[config.mk]
export PLATFORM = sky130hd
export DESIGN_NAME = rob_ring_flat
export DESIGN_NICKNAME = d
export VERILOG_FILES = /design/src/rtl/rob_pkg.sv /design/src/rtl/rob_ring_if.sv /design/src/rtl/rob_commit_sel.sv /design/src/rtl/rob_ring.sv /design/src/flat_wrapper.sv
export SDC_FILE = /design/constraint.sdc
export NUM_CORES = 2
export LEC_CHECK = 0
export CAP_MARGIN = 5
export CORE_MARGIN = 4
export CORE_UTILIZATION = 67
export CTS_CLUSTER_SIZE = 40
export DETAILED_ROUTE_END_ITERATION = 6
export DONT_BUFFER_PORTS = 1
export MAX_ROUTING_LAYER = met4
export PLACE_DENSITY = 0.83
export SKIP_LAST_GASP = 1
export SYNTH_ARGS = -nofsm -noshare
export SYNTH_HDL_FRONTEND = slang
export SYNTH_SLANG_ARGS = --single-unit
[constraint.sdc]
create_clock -name clk -period 8.4 [get_ports clk]
set_clock_uncertainty 0.1 [all_clocks]
set_input_delay 0.42 -clock clk [delete_from_list [all_inputs] [get_ports clk]]
set_output_delay 0.42 -clock clk [all_outputs]
set_load 0.02 [all_outputs]
[src/rtl/rob_pkg.sv]
// Shared types and default sizes for the circular reorder buffer.
package rob_pkg;

  localparam int ROB_DEPTH  = 16;
  localparam int ROB_WIDTH  = 2;
  localparam int ROB_PREG_W = 6;
  localparam int ROB_PC_W   = 32;

  typedef struct packed {
    logic                  v;
    logic                  done;
    logic [ROB_PREG_W-1:0] dest_reg;
    logic [ROB_PREG_W-1:0] old_dest_reg;
    logic [ROB_PC_W-1:0]   pc;
  } rob_entry_t;

endpackage

[src/rtl/rob_ring_if.sv]
// Dispatch, completion and commit bundle of the reorder buffer; slave is the ROB side.
interface rob_ring_if
  import rob_pkg::*;
#(
  parameter int DEPTH      = ROB_DEPTH,
  parameter int WIDTH      = ROB_WIDTH,
  parameter int CMPL_PORTS = 3,
  parameter int PREG_W     = ROB_PREG_W,
  parameter int PC_W       = ROB_PC_W
);
  localparam int IDX_W = $clog2(DEPTH);

  logic [WIDTH-1:0]            disp_valid;
  logic [WIDTH*PREG_W-1:0]     disp_dest_reg;
  logic [WIDTH*PREG_W-1:0]     disp_old_dest_reg;
  logic [WIDTH*PC_W-1:0]       disp_pc;
  logic                        disp_ready;
  logic [WIDTH*IDX_W-1:0]      disp_rob_idx;
  logic [CMPL_PORTS-1:0]       cmpl_valid;
  logic [CMPL_PORTS*IDX_W-1:0] cmpl_rob_idx;
  logic [WIDTH-1:0]            commit_valid;
  logic [WIDTH*PREG_W-1:0]     commit_dest_reg;
  logic [WIDTH*PREG_W-1:0]     commit_old_dest_reg;
  logic [WIDTH*PC_W-1:0]       commit_pc;
  logic [IDX_W:0]              rob_count;
  logic                        rob_empty;

  modport master (
    output disp_valid, disp_dest_reg, disp_old_dest_reg, disp_pc,
    output cmpl_valid, cmpl_rob_idx,
    input  disp_ready, disp_rob_idx,
    input  commit_valid, commit_dest_reg, commit_old_dest_reg, commit_pc,
    input  rob_count, rob_empty
  );

  modport slave (
    input  disp_valid, disp_dest_reg, disp_old_dest_reg, disp_pc,
    input  cmpl_valid, cmpl_rob_idx,
    output disp_ready, disp_rob_idx,
    output commit_valid, commit_dest_reg, commit_old_dest_reg, commit_pc,
    output rob_count, rob_empty
  );

endinterface

[src/rtl/rob_commit_sel.sv]
// In-order commit lane selection: a lane retires only if it and every lane below it is valid and done.
module rob_commit_sel #(
  parameter int WIDTH = 2,
  parameter int CNT_W = $clog2(WIDTH + 1)
) (
  input  logic [WIDTH-1:0] rel_v,
  input  logic [WIDTH-1:0] rel_done,
  output logic [WIDTH-1:0] commit_valid,
  output logic [CNT_W-1:0] commit_cnt
);

  logic run;

  // NOTE: every always_comb output gets a default before any conditional logic, so no latch can be inferred.
  always_comb begin
    run          = 1'b1;
    commit_valid = '0;
    commit_cnt   = '0;
    for (int j = 0; j < WIDTH; j++) begin
      run             = run & rel_v[j] & rel_done[j];
      commit_valid[j] = run;
      commit_cnt      = commit_cnt + CNT_W'(run);
    end
  end

endmodule

[src/rtl/rob_ring.sv]
// Circular reorder buffer: WIDTH-wide in-order allocate and retire, out-of-order completion.
// Optional synchronous flush port is built when ROB_FLUSH_EN is defined.
module rob_ring
  import rob_pkg::*;
#(
  parameter int DEPTH      = ROB_DEPTH,
  parameter int WIDTH      = ROB_WIDTH,
  parameter int CMPL_PORTS = 3,
  parameter int PREG_W     = ROB_PREG_W,
  parameter int PC_W       = ROB_PC_W
) (
  input  logic      clk,
  input  logic      rst_n,
`ifdef ROB_FLUSH_EN
  input  logic      flush,
`endif
  rob_ring_if.slave bus
);

  localparam int IDX_W  = $clog2(DEPTH);
  localparam int CNT_W  = IDX_W + 1;
  localparam int LCNT_W = $clog2(WIDTH + 1);

  rob_entry_t       rob_q [DEPTH];
  rob_entry_t       rob_d [DEPTH];
  logic [IDX_W-1:0] head_q, head_d;
  logic [IDX_W-1:0] tail_q, tail_d;
  logic [CNT_W-1:0] count_q, count_d;

  logic              disp_ready;
  logic [IDX_W-1:0]  disp_idx [WIDTH];
  logic [LCNT_W-1:0] lane_off;
  logic [LCNT_W-1:0] alloc_cnt;

  logic [IDX_W-1:0]  rel_idx [WIDTH];
  logic [WIDTH-1:0]  rel_v, rel_done;
  logic [WIDTH-1:0]  sel_valid, commit_valid;
  logic [LCNT_W-1:0] sel_cnt, commit_cnt;

  logic [WIDTH*PREG_W-1:0] commit_dest, commit_old;
  logic [WIDTH*PC_W-1:0]   commit_pc;
  logic [WIDTH*IDX_W-1:0]  disp_rob_idx;

  // Fullness comes only from count; a slot freed by this cycle's commit is not reusable yet.
  assign disp_ready = (count_q <= CNT_W'(DEPTH - WIDTH));

  // Valid lanes are packed onto consecutive slots starting at tail.
  always_comb begin
    lane_off     = '0;
    disp_rob_idx = '0;
    for (int k = 0; k < WIDTH; k++) begin
      disp_idx[k] = tail_q + IDX_W'(lane_off);
      disp_rob_idx[k*IDX_W +: IDX_W] = disp_idx[k];
      if (bus.disp_valid[k]) lane_off = lane_off + LCNT_W'(1);
    end
    alloc_cnt = disp_ready ? lane_off : '0;
  end

  always_comb begin
    for (int j = 0; j < WIDTH; j++) begin
      rel_idx[j]  = head_q + IDX_W'(j);
      rel_v[j]    = rob_q[rel_idx[j]].v;
      rel_done[j] = rob_q[rel_idx[j]].done;
    end
  end

  rob_commit_sel #(
    .WIDTH (WIDTH),
    .CNT_W (LCNT_W)
  ) u_commit_sel (
    .rel_v        (rel_v),
    .rel_done     (rel_done),
    .commit_valid (sel_valid),
    .commit_cnt   (sel_cnt)
  );

  always_comb begin
    commit_valid = sel_valid;
    commit_cnt   = sel_cnt;
`ifdef ROB_FLUSH_EN
    if (flush) begin
      commit_valid = '0;
      commit_cnt   = '0;
    end
`endif
    commit_dest = '0;
    commit_old  = '0;
    commit_pc   = '0;
    for (int j = 0; j < WIDTH; j++) begin
      if (commit_valid[j]) begin
        commit_dest[j*PREG_W +: PREG_W] = rob_q[rel_idx[j]].dest_reg;
        commit_old[j*PREG_W +: PREG_W]  = rob_q[rel_idx[j]].old_dest_reg;
        commit_pc[j*PC_W +: PC_W]       = rob_q[rel_idx[j]].pc;
      end
    end
  end

  // Allocation targets only free slots and commit only occupied ones, so their writes never collide.
  always_comb begin
    rob_d   = rob_q;
    head_d  = head_q + IDX_W'(commit_cnt);
    tail_d  = tail_q + IDX_W'(alloc_cnt);
    count_d = count_q + CNT_W'(alloc_cnt) - CNT_W'(commit_cnt);

    for (int p = 0; p < CMPL_PORTS; p++) begin
      if (bus.cmpl_valid[p] && rob_q[bus.cmpl_rob_idx[p*IDX_W +: IDX_W]].v)
        rob_d[bus.cmpl_rob_idx[p*IDX_W +: IDX_W]].done = 1'b1;
    end

    for (int j = 0; j < WIDTH; j++) begin
      if (commit_valid[j]) begin
        rob_d[rel_idx[j]].v    = 1'b0;
        rob_d[rel_idx[j]].done = 1'b0;
      end
    end

    if (disp_ready) begin
      for (int k = 0; k < WIDTH; k++) begin
        if (bus.disp_valid[k]) begin
          rob_d[disp_idx[k]] = '{v:            1'b1,
                                 done:         1'b0,
                                 dest_reg:     bus.disp_dest_reg[k*PREG_W +: PREG_W],
                                 old_dest_reg: bus.disp_old_dest_reg[k*PREG_W +: PREG_W],
                                 pc:           bus.disp_pc[k*PC_W +: PC_W]};
        end
      end
    end

`ifdef ROB_FLUSH_EN
    if (flush) begin
      for (int i = 0; i < DEPTH; i++) begin
        rob_d[i].v    = 1'b0;
        rob_d[i].done = 1'b0;
      end
      head_d  = '0;
      tail_d  = '0;
      count_d = '0;
    end
`endif
  end

  // NOTE: the whole entry array is reset, not just v/done; the buffer is small and this keeps every flop's reset behaviour uniform.
  // NOTE: sequential state is updated only with non-blocking assignments so all flops sample the same pre-edge values.
  always_ff @(posedge clk or negedge rst_n) begin
    if (!rst_n) begin
      for (int i = 0; i < DEPTH; i++) rob_q[i] <= '0;
      head_q  <= '0;
      tail_q  <= '0;
      count_q <= '0;
    end else begin
      rob_q   <= rob_d;
      head_q  <= head_d;
      tail_q  <= tail_d;
      count_q <= count_d;
    end
  end

  assign bus.disp_ready          = disp_ready;
  assign bus.disp_rob_idx        = disp_rob_idx;
  assign bus.commit_valid        = commit_valid;
  assign bus.commit_dest_reg     = commit_dest;
  assign bus.commit_old_dest_reg = commit_old;
  assign bus.commit_pc           = commit_pc;
  assign bus.rob_count           = count_q;
  assign bus.rob_empty           = (count_q == '0);

endmodule
[src/flat_wrapper.sv]
// flat-port wrapper written by rule: the top's interface ports become plain ports
module rob_ring_flat import rob_pkg::*;
#(
  parameter int DEPTH      = ROB_DEPTH,
  parameter int WIDTH      = ROB_WIDTH,
  parameter int CMPL_PORTS = 3,
  parameter int PREG_W     = ROB_PREG_W,
  parameter int PC_W       = ROB_PC_W
)
  (clk, rst_n, bus_disp_valid, bus_disp_dest_reg, bus_disp_old_dest_reg, bus_disp_pc, bus_cmpl_valid, bus_cmpl_rob_idx, bus_disp_ready, bus_disp_rob_idx, bus_commit_valid, bus_commit_dest_reg, bus_commit_old_dest_reg, bus_commit_pc, bus_rob_count, bus_rob_empty);
  rob_ring_if #(.DEPTH(DEPTH), .WIDTH(WIDTH), .CMPL_PORTS(CMPL_PORTS), .PREG_W(PREG_W), .PC_W(PC_W)) bus_i ();
  input  logic clk;
  input  logic rst_n;
  input wire logic [$bits(bus_i.disp_valid)-1:0] bus_disp_valid;
  input wire logic [$bits(bus_i.disp_dest_reg)-1:0] bus_disp_dest_reg;
  input wire logic [$bits(bus_i.disp_old_dest_reg)-1:0] bus_disp_old_dest_reg;
  input wire logic [$bits(bus_i.disp_pc)-1:0] bus_disp_pc;
  input wire logic [$bits(bus_i.cmpl_valid)-1:0] bus_cmpl_valid;
  input wire logic [$bits(bus_i.cmpl_rob_idx)-1:0] bus_cmpl_rob_idx;
  output wire logic [$bits(bus_i.disp_ready)-1:0] bus_disp_ready;
  output wire logic [$bits(bus_i.disp_rob_idx)-1:0] bus_disp_rob_idx;
  output wire logic [$bits(bus_i.commit_valid)-1:0] bus_commit_valid;
  output wire logic [$bits(bus_i.commit_dest_reg)-1:0] bus_commit_dest_reg;
  output wire logic [$bits(bus_i.commit_old_dest_reg)-1:0] bus_commit_old_dest_reg;
  output wire logic [$bits(bus_i.commit_pc)-1:0] bus_commit_pc;
  output wire logic [$bits(bus_i.rob_count)-1:0] bus_rob_count;
  output wire logic [$bits(bus_i.rob_empty)-1:0] bus_rob_empty;
  assign bus_i.disp_valid = bus_disp_valid;
  assign bus_i.disp_dest_reg = bus_disp_dest_reg;
  assign bus_i.disp_old_dest_reg = bus_disp_old_dest_reg;
  assign bus_i.disp_pc = bus_disp_pc;
  assign bus_i.cmpl_valid = bus_cmpl_valid;
  assign bus_i.cmpl_rob_idx = bus_cmpl_rob_idx;
  assign bus_disp_ready = bus_i.disp_ready;
  assign bus_disp_rob_idx = bus_i.disp_rob_idx;
  assign bus_commit_valid = bus_i.commit_valid;
  assign bus_commit_dest_reg = bus_i.commit_dest_reg;
  assign bus_commit_old_dest_reg = bus_i.commit_old_dest_reg;
  assign bus_commit_pc = bus_i.commit_pc;
  assign bus_rob_count = bus_i.rob_count;
  assign bus_rob_empty = bus_i.rob_empty;
  rob_ring #(.DEPTH(DEPTH), .WIDTH(WIDTH), .CMPL_PORTS(CMPL_PORTS), .PREG_W(PREG_W), .PC_W(PC_W)) u_core (.clk(clk), .rst_n(rst_n), .bus(bus_i));
endmodule
Word-level counts from Yosys, hierarchy flattened

Index checks and enable logic that the tools add are counted.

Register bits: 749
Output and inout port bits: 105
Word-level logic and storage cells: 187

Add/sub/neg operators: 8
Magnitude comparators: 15
Muxes and demuxes: 60
Bitwise logic cells: 10
Reduce and logical (&&, ||, !) cells: 11

Operators by type and width:

| cell                                                                   | count |
|---|---|
| 736-bit bitwise mux                                                    | 9 |
| 736-bit two-way mux                                                    | 9 |
| 46-bit demux with 4-bit select                                         | 9 |
| 46-bit binary-select mux with 4-bit select                             | 5 |
| 46-bit two-way mux                                                     | 14 |
| 45-bit two-way mux                                                     | 5 |
| 32-bit two-way mux                                                     | 2 |
| 5-bit greater-or-equal comparator (second input constant)              | 7 |
| 5-bit by 1-bit < comparator with 1-bit output (second input constant)  | 7 |
| 4-bit inverter with 5-bit output                                       | 7 |
| 6-bit two-way mux                                                      | 4 |
| 1-bit logical AND                                                      | 10 |
| 4-bit by 2-bit adder with 4-bit output                                 | 2 |
| 5-bit by 2-bit adder with 5-bit output                                 | 1 |
| 5-bit by 4-bit <= comparator with 1-bit output (second input constant) | 1 |
| 5-bit zero test                                                        | 1 |
| 5-bit by 2-bit subtractor with 5-bit output                            | 1 |
| 4-bit by 1-bit adder with 4-bit output                                 | 1 |
| 4-bit by 1-bit adder with 4-bit output (second input constant)         | 1 |
| 2-bit two-way mux                                                      | 2 |
| 1-bit AND                                                              | 3 |
| 1-bit by 1-bit adder with 2-bit output                                 | 1 |
| 1-bit by 1-bit adder with 2-bit output (second input constant)         | 1 |
| 1-bit two-way mux                                                      | 1 |

Logic depth before layout (Yosys ltp)

Depth in word-level cells: 23
Mapped depth: 21
Depth with buffers taken out: 18

Modules after synthesis

A second synthesis with hierarchy kept.

Cell total of the unflattened synthesis: 4341
Area, all modules: 47822.1 sq um

Modules (own cells, without submodules):

| module         | instances | cells an instance | area an instance (sq um) |
|---|---|---|---|
| rob_ring       | 1         | 4337              | 47785.8 |
| rob_commit_sel | 1         | 4                 | 36.3 |

Worst setup path before layout

Ideal clock, no wire load.

Kind: register -> register
Start: register u_core.head_q[0]
End: register u_core.count_q[4], in the netlist u_core.bus.rob_count[4]
Arrival time: 3.907 ns
Required time: 8.178 ns
Setup slack: 4.271 ns
Stages on the path, launching flop included: 19
Clock period less this slack: 4.129 ns
Cells stage by stage: dfrtp_1 inv_1 mux4_2 mux4_2 inv_2 clkbuf_1 nand2_1 inv_1 ha_1 ha_1 inv_1 ha_1 inv_1 fa_1 inv_1 a21oi_1 nor2_1 nor2_1 xnor2_1

Word-level cells in the longest chain between the ends: 9

RTL lines:

| item                                                   | RTL line                       | RTL |
|---|---|---|
| start, declared                                        | rob_ring.sv:26                 | `logic [IDX_W-1:0] head_q, head_d;` |
| start signal, assigned                                 | rob_ring.sv:147                | `head_q <= '0;` |
| start signal, assigned                                 | rob_ring.sv:152                | `head_q <= head_d;` |
| 4-bit inverter with 5-bit output (not written as such) | rob_ring.sv:62, rob_ring.sv:63 |  |
| 46-bit binary-select mux with 4-bit select             | rob_ring.sv:62, rob_ring.sv:63 |  |
| 46-bit two-way mux (not written as such) (2 in series) | rob_ring.sv:62                 | `rel_v[j] = rob_q[rel_idx[j]].v;` |
| 1-bit AND                                              | rob_commit_sel.sv:20           | `run = run & rel_v[j] & rel_done[j];` |
| net bus_commit_valid[0]                                | flat_wrapper.sv:22             | `output wire logic [$bits(bus_i.commit_valid)-1:0] bus_commit_valid;` |
| 1-bit AND (2 in series)                                | rob_commit_sel.sv:20           |  |
| net u_core.u_commit_sel.run                            | rob_commit_sel.sv:12           | `logic run;` |
| 1-bit by 1-bit adder with 2-bit output                 | rob_commit_sel.sv:22           | `commit_cnt = commit_cnt + CNT_W'(run);` |
| 5-bit by 2-bit subtractor with 5-bit output            | rob_ring.sv:103                | `count_d = count_q + CNT_W'(alloc_cnt) - CNT_W'(commit_cnt);` |
| net u_core.count_d[4]                                  | rob_ring.sv:28                 | `logic [CNT_W-1:0] count_q, count_d;` |
| end signal, assigned                                   | rob_ring.sv:154                | `count_q <= count_d;` |
| end, declared                                          | rob_ring.sv:28                 |  |

The timed path passes the listed nets, and every way through them passes these cells. The select of a mux whose other input is x is not followed.

Final worst setup path

Start: register u_core.head_q[0]
End: output port bus_commit_pc[5]

Word-level cells in the longest chain between the ends: 6

RTL lines:

| item                                                       | RTL line                                       | RTL |
|---|---|---|
| 4-bit inverter with 5-bit output (not written as such) (*) | rob_ring.sv:62, rob_ring.sv:63, rob_ring.sv:93 |  |
| 46-bit binary-select mux with 4-bit select (*)             | rob_ring.sv:62, rob_ring.sv:63, rob_ring.sv:93 |  |
| 46-bit two-way mux (not written as such) (*) (2 in series) | rob_ring.sv:62                                 |  |
| 1-bit AND                                                  | rob_commit_sel.sv:20                           |  |
| 32-bit two-way mux (*)                                     | rob_ring.sv:90                                 | `if (commit_valid[j]) begin` |
| end, declared                                              | flat_wrapper.sv:25                             | `output wire logic [$bits(bus_i.commit_pc)-1:0] bus_commit_pc;` |

Every way passes the cells marked *; elsewhere a longest branch is shown, timed or not. The select of a mux whose other input is x is not followed.

==> flow_summary.toml <==
[run_status]
run_status = "finished with violations"
violations = "negative hold slack, max-slew violations"

[die]
rows = 97
die_w_um = 276
coreArea_um2 = 70500
start_util = 0.681
die-area_um2 = 76000
die_h_um = 276
io-pin-count = 212

[critical_path]
cpPeakStageDelay_ps = 920
critPathSlowestCell = "buf_4"
crit_required_ps = 7880
crit_buf_inv = 3
critical-path-top-delay-family = "buffers and inverters"
cp_cell_sequence = "buf_4 -> buf_4 -> buf_4 -> mux4_2 -> mux4_2 -> nor2b_1"
path_class = "reg2out"
arrival_ps = 5330
end_kind = "output pin"
cp_common_cell = "buf_4"
crit_path_start_kind = "flop"
cp_max_fo = 62

[route]
wire_per_inst_um = 32.2
drc = 0
viasPerCell = 7.68
dr.pass1.iters = 7
postRouteAntennaNets = 0
totalWireLength_mm = 152
via_count = 36200
first_iter_violations = 6309

[placement]
place.port_buffers = 0
placed_cells_incl_taps = 4412
gp_congestion = 0.873
dp_hpwl_mm = 77.3
dpl_worst_slack_ps = 2660
dpl_cell_area_um2 = 48200

[sta]
slew_headroom = -1.20
fin_crit_sh = 0.697
rsz0062_at_grt = "no"
drv_slew = 563
period_minus_slack_ps = 5850
hold_viol_final = 466
setup_slack_ps = 2550
finalSetupViolCount = 0
tns_ps = 0
fmax_ghz = 0.171
worst_pin_slew_ps = 3300
holdWs_ps = -593

[synthesis]
syn_area_per_cell_um2 = 12.6
netlist_instances = 3823
syn_nets = 3957
ys_ff_latch = 749
synth_area_leaders = "dfrtp_1, mux4_2, mux2_2"
synth_top_area_frac = 0.390
yosysTopAreaCell = "dfrtp_1"
ys_seq_area_frac = 0.390
syn_area_um2 = 48000
synth_edf_count = 0
yosysWarnings = 0
synth_cell_types = 64
synth_top_flop_cell = "dfrtp_1"
async_reset_ff_frac = 1.00

[clock_tree]
clock_latency_ps = 630
ctsResizeCount = 0
cts_buffers = 82
cts_tree = "built"
cts.sinks = 749
clk_pin_slew_worst_paths_ps = 60
cts_hold_buf = 135
cts_setup_buffers = 0
htree_levels = 3
cts-root-buf = "clkbuf_16"
clk_path_buf_depth = 3

[power]
intPower_mw = 14.2
netSwitchingFraction = 0.409
p_comb_frac = 0.554
power_density_nw_per_um2 = 460
power_frac_seq = 0.293
power_leakage_nw = 20.6
clock_power_share = 0.153
vdd_drop_max_uv = 549
p_sw_mw = 9.84

[global_route]
antenna_found_initial = 13
grt_pass1_wl_mm = 228
grt-ovfl-total = 0
grt_use_total = 0.411
grt_pass1_vias = 36400
grt_max_degree = 750

[finish]
final_layout_size_suffix_gt1_frac = 0.368
syn_to_final_growth_pct = 8.98
final_area_um2 = 52300
stdcell_count = 4717
fill_cells = 4299
nets = 3825

[job]
maxCapViolCount = 0

[worst_hold_path]
holdCritPathClass = "in2async"
[power by group through the flow]
stage | sequential, mW | clock [mW] | combinational, mW
floorplan | 6.31 | 0 | 10.2
global placement | 6.81 | 0 | 12.5
detailed placement | 6.96 | 0 | 12.9
CTS | 6.93 | 3.68 | 13.1
global route | 7.20 | 3.84 | 13.9
finish | 7.06 | 3.68 | 13.3
[registers in the layout, summed over array words and instances, names as in the netlist]
register / flops
u_core.head_q: 4
u_core.rob_q: 736
u_core.tail_q: 4
u_core.bus.rob_count: 5
[worst reg2reg max path: cells and delay by family, from the launching register on]
kind                     cells  cell delay [ps]
AND/OR/NAND/NOR              2              160
buffers and inverters        6             1780
XOR/XNOR                     1              110
adder cells (fa/ha/maj)      4             1250
flip-flops                   1              600
AO/OA/AOI/OAI                1               60
multiplexers                 2             1650
[cells by family after synthesis]
| logic type | after synthesis | share of synthesized area |
|---|---|---|
| flip-flops | 749 | 0.390 |
| multiplexers | 1509 | 0.451 |
| adder cells (fa/ha/maj) | 27 | 0.00766 |
| AND/OR/NAND/NOR | 649 | 0.0619 |
| XOR/XNOR | 12 | 0.00219 |
| AO/OA/AOI/OAI | 452 | 0.0513 |
| buffers and inverters | 425 | 0.0359 |
[routing by layer]
layer	wire length (um)	GRT usage	vias up
met5	0	-	-
met4	8710	0.213	0
met3	20000	0.115	682
met2	70200	0.608	2975
met1	52900	0.525	18400
li1	-	-	14100
[synthesized netlist by cell type (4+ instances only)]
library cell  count
and3b_1           8
nand2b_1          7
buf_2            86
nand2_1         194
nor2_1          251
nand3b_1          4
mux2_2          705
clkbuf_1        252
inv_1            24
nand4_1          10
and2_1            8
a21o_1           10
a21oi_1         234
mux4_2          451
a31oi_1           9
nand3_1          29
nor2b_1          57
o21ai_0         150
buf_1            57
nor3b_1          10
nor3_1            7
xnor2_1           9
and3_1           51
mux2i_1         353
dfrtp_1         749
ha_1             23
fa_1              4
a31o_2            8
[path summary, 6_finish.rpt]
kind / from / slack, ps / cells after the start / end
setup / recovery: u_core.head_q[0]$_DFF_PN0_ / 2550 / 6 / bus_commit_pc[5]
hold / removal: rst_n / -590 / 0 / u_core.tail_q[0]$_DFF_PN0_
setup reg to reg: u_core.head_q[0]$_DFF_PN0_ / 2560 / 16 / u_core.bus.rob_count[4]$_DFF_PN0_
hold reg to reg: u_core.rob_q[398]$_DFFE_PN0N_ / 400 / 2 / u_core.rob_q[398]$_DFFE_PN0N_
max in group asynchronous: rst_n / 6220 / 0 / u_core.rob_q[590]$_DFFE_PN0N_
min in group clk: bus_disp_old_dest_reg[0] / 10 / 2 / u_core.rob_q[262]$_DFFE_PN0N_
[stage by stage]
stage / utilization / total power [mW]
5_1_grt: 0.742 / 25.0
6_report: 0.742 / 24.1
3_5_place_dp: 0.684 / 19.8
4_1_cts: 0.741 / 23.7
2_1_floorplan: - / 16.5
3_3_place_gp: 0.684 / 19.3
[placed cells by master (no fill, tap or decap), types with 84 or more instances in the layout]
master / count
nor2_1: 245
a21oi_1: 233
clkbuf_16: 84
mux2_2: 705
nand2_1: 190
mux4_2: 450
dlygate4sd3_1: 135
o21ai_0: 150
mux2i_1: 353
dfrtp_1: 745
[area by class of cell]
cell class / instances / area, um^2 / area share
timing repair buffer: 183 / 1720 / 0.0330
clock buffer: 124 / 2420 / 0.0463
tap: 940 / 1180 / 0.0225
antenna: 23 / 57.6 / 0.00110
multi-input combinational: 2649 / 27800 / 0.532
inverter: 26 / 97.6 / 0.00187
sequential: 749 / 18800 / 0.359
clock inverter: 23 / 262 / 0.00500
No activity file was read; power rests on OpenSTA's default activity.
